### src/rtl/button_click_decoder.sv
// Decodes single/double/triple clicks from a debounced click pulse stream.
// A sequence closes when WINDOW cycles pass without a click, or on the third click.
module button_click_decoder #(
  parameter logic [31:0] WINDOW = 32'd25_000_000
) (
  input  logic       i_clk,
  input  logic       i_reset,
  input  logic       i_pulse,
  output logic       o_single,
  output logic       o_double,
  output logic       o_triple,
  output logic [1:0] o_code,
  output logic       o_busy
);

  typedef enum logic [1:0] {
    IDLE = 2'd0,
    ONE  = 2'd1,
    TWO  = 2'd2
  } state_e;

  localparam logic [31:0] LAST = WINDOW - 32'd1;

  state_e      state_q, state_d;
  logic [31:0] cnt_q, cnt_d;
  logic        single_q, single_d;
  logic        double_q, double_d;
  logic        triple_q, triple_d;
  logic [1:0]  code_q, code_d;

  // State, window counter and registered decode outputs.
  always_ff @(posedge i_clk or posedge i_reset) begin
    if (i_reset) begin
      state_q  <= IDLE;
      cnt_q    <= 32'd0;
      single_q <= 1'b0;
      double_q <= 1'b0;
      triple_q <= 1'b0;
      code_q   <= 2'b00;
    end else begin
      state_q  <= state_d;
      cnt_q    <= cnt_d;
      single_q <= single_d;
      double_q <= double_d;
      triple_q <= triple_d;
      code_q   <= code_d;
    end
  end

  // Next-state logic; a click always wins over an expiring window.
  always_comb begin
    state_d  = state_q;
    cnt_d    = cnt_q;
    single_d = 1'b0;
    double_d = 1'b0;
    triple_d = 1'b0;
    code_d   = code_q;
    case (state_q)
      IDLE: begin
        cnt_d = 32'd0;
        if (i_pulse) begin
          state_d = ONE;
        end else begin
          state_d = IDLE;
        end
      end
      ONE: begin
        if (i_pulse) begin
          state_d = TWO;
          cnt_d   = 32'd0;
        end else if (cnt_q == LAST) begin
          state_d  = IDLE;
          cnt_d    = 32'd0;
          single_d = 1'b1;
          code_d   = 2'b01;
        end else begin
          cnt_d = cnt_q + 32'd1;
        end
      end
      TWO: begin
        if (i_pulse) begin
          state_d  = IDLE;
          cnt_d    = 32'd0;
          triple_d = 1'b1;
          code_d   = 2'b11;
        end else if (cnt_q == LAST) begin
          state_d  = IDLE;
          cnt_d    = 32'd0;
          double_d = 1'b1;
          code_d   = 2'b10;
        end else begin
          cnt_d = cnt_q + 32'd1;
        end
      end
      default: begin
        state_d = IDLE;
        cnt_d   = 32'd0;
      end
    endcase
  end

  assign o_single = single_q;
  assign o_double = double_q;
  assign o_triple = triple_q;
  assign o_code   = code_q;
  assign o_busy   = (state_q == ONE) || (state_q == TWO);

endmodule

### config.mk
export PLATFORM = sky130hd
export DESIGN_NAME = button_click_decoder
export DESIGN_NICKNAME = d
export VERILOG_FILES = /design/src/rtl/button_click_decoder.sv
export SDC_FILE = /design/constraint.sdc
export NUM_CORES = 1
export LEC_CHECK = 0
export CAP_MARGIN = 10
export CORE_UTILIZATION = 50
export DETAILED_ROUTE_END_ITERATION = 6
export PLACE_DENSITY = 0.68
export SYNTH_ARGS = -nofsm -noshare
export SYNTH_HDL_FRONTEND = slang
export SYNTH_SLANG_ARGS = --single-unit
### constraint.sdc
create_clock -name i_clk -period 5.75 [get_ports i_clk]
set_input_delay 1.15 -clock i_clk [delete_from_list [all_inputs] [get_ports i_clk]]
set_output_delay 1.15 -clock i_clk [all_outputs]
set_load 0.05 [all_outputs]
==> impl_metrics.ini <==
[clock_tree]
cts_buffers = 5
ctsHtreeMaxLevel = 2
cts_hold_buf = 0
cts.path.max_buffers = 2
cts_tree = yes
cts-root-buf = clkbuf_8
ctsResizeCount = 0
cts_sinks = 39
clk_latency_ns = 0.29
clk_pin_slew_ns = 0.07
post_cts_buffers = 0

[critical_path]
worstPathMaxFanout = 3
r2r_slack_ns = 3.08
worst-r2r-cell-count = 6
cp.arrival_ns = 1.86
timing.rr.end = cnt_q[14]$_DFF_PP0_
r2r_start = cnt_q[0]$_DFF_PP0_
cp-end-kind = primary output
cp.required_ns = 4.60
path_class = register to primary output
start_kind = register

[timing]
hold_viol = 0
fin_crit_sh = 0.524
fmax_ghz = 0.332
setup_tns_ns = 0
max_slew_margin = 0.293
setup_violations = 0
slew_viol_final = 0
fin_hold_ws_ns = 0.489
fin_ws_ns = 2.74
rsz0062_at_grt = no
min_period_ns = 3.01
fin_skew_ns = 0.00722
tightest_slew_ns = 1.06

[placed_design]
io_buffers = 8
dp_hpwl_mm = 2.73
routabilityCongestion = 0.810
place_ws_ns = 2.81
place_area_sq_um = 2130

[logic_synthesis]
synth-seq-cells = 39
synthTopCellsByArea = dfrtp_1 (48%), xnor2_1 (9.1%), nor2_1 (8.0%), xor2_1 (3.5%), nand2_1 (3.2%)
synth_edf_count = 0
synth_top_area_share = 0.484
synth_warnings = 0
yosys.area.top_type = dfrtp_1
synth_nets = 222
synth_flop_cell = dfrtp_1
synthCells = 214
yosysSeqAreaShare = 0.484
synthTopCellsByCount = nor2_1 (43), dfrtp_1 (39), xnor2_1 (21)
yosysMostFrequentCell = nor2_1
synthesis.area_sq_um = 2020
ys_types = 30
async_flop_share = 1.00
synth.avg_cell_area_sq_um = 9.42

[detailed_routing]
drc = 0
detail-route-antenna-nets = 0
wirelength_mm = 3.91
drt_iter0_drc = 72
first_pass_iters = 6
via_per_inst = 5.51
wl_per_cell_microns = 14.4
vias = 1499

[floorplanning]
core_sq_um = 3770
die_w_microns = 65.5
start_util = 0.535
num_rows = 22
io_pins = 9
dieArea_sq_um = 4290
die_y_microns = 65.5

[grt]
antenna_found_initial = 0
busiest_layer = met2
use_met1 = 0.270
grt_pass1_vias = 1504
grt_util_all_layers = 0.213
overflow = 0
grt_util_met3 = 0.0573
grt_first_pass_wirelength_mm = 6.71
grt_util_met2 = 0.326
grt_max_degree = 40

[final_layout]
stdcell_area_sq_um = 2220
final_core_util = 0.589
final_nets = 232
diodes = 0
drive_gt1_frac = 0.0536
area_growth_pct = 10.2

[pwr]
powerDensity_nw_per_um2 = 292
peakVddDrop_v = 0.000184
p_leak_nw = 0.852

[job]
cap_violations = 0

[min_path]
min_from = cnt_q[0]$_DFF_PP0_
holdPathEnd = cnt_q[0]$_DFF_PP0_
hold_class = register to register
whs_path_depth = 1

[run_status]
status = completed
==> final cells by class <==
cell class	count	area, sq um
Inverter	7	26.3
Timing Repair Buffer	9	87.6
Fill cell	322	1550
Tap cell	48	60.1
Multi-Input combinational cell	162	985
Clock inverter	1	5.00
Sequential cell	39	976
Clock buffer	6	82.6
==> stage by stage <==
stage,power [mW],cells
after global placement,0.462,265
after detailed placement,0.471,265
after global routing,0.685,272
after floorplan,0.433,214
after CTS,0.656,272
final,0.650,272
==> power by group <==
part           switching (mW)  total (mW)  leakage [nW]  internal [mW]
logic                   0.116       0.162         0.268         0.0464
registers              0.0127       0.303         0.536          0.290
clock network          0.0904       0.184        0.0470         0.0940
==> routing by layer <==
| layer | vias up | part of all wire |
|---|---|---|
| met2 | 33 | 0.47 |
| met4 | 0 | 0.020 |
| met5 | - | 0 |
| li1 | 743 | - |
| met1 | 714 | 0.46 |
| met3 | 9 | 0.042 |
==> cells in the final DEF (no fill, tap or decap), types with 2 or more instances in the layout <==
cell,Yosys,routed
nand4_1,7,7
xnor2_1,21,21
inv_1,7,7
or4_1,2,2
nor4_1,10,10
nand2_1,17,17
o21ai_0,2,2
clkdlybuf4s50_1,0,8
nor2_1,43,43
ha_1,5,5
clkbuf_8,0,6
and3_1,2,2
or3_1,4,4
xor2_1,8,8
and4_1,2,2
a21oi_1,4,4
nor3_1,7,7
and2_1,7,7
and4_4,2,2
nand3_1,10,10
dfrtp_1,39,39
==> worst max-delay path, stage by stage (launching register included) <==
cell and delay [ns]:
dfrtp_1 0.38, inv_1 0.09, ha_1 0.30, clkdlybuf4s50_1 0.80
==> registers in the layout, indices dropped and copies added, names as in the netlist <==
name and cells:
cnt_q 32, o_code 2, state_q 2, o_double 1, o_single 1, o_triple 1
==> worst max path at each step <==
stage                              start             endpoint  slack [ns]
global placement                 i_pulse  cnt_q[31]$_DFF_PP0_        2.89
detailed placement               i_pulse  cnt_q[24]$_DFF_PP0_        2.81
CTS                 state_q[0]$_DFF_PP0_               o_busy        2.73
floorplan           state_q[0]$_DFF_PP0_               o_busy        3.63
global route        state_q[0]$_DFF_PP0_               o_busy        2.67
finish              state_q[0]$_DFF_PP0_               o_busy        2.74
==> kinds of logic (layout without fill, tap and decap cells) <==
kind of cell,count (synthesis),after routing,share of synthesized area
adders and majority gates,5,5,0.0310
AOI/OAI and AO/OA,8,8,0.0230
and+or+nand+nor,120,120,0.309
buffers and inverters,13,23,0.0273
DFF,39,39,0.484
xor gates and xnor gates,29,29,0.126
No activity file was read; power rests on OpenSTA's default activity.
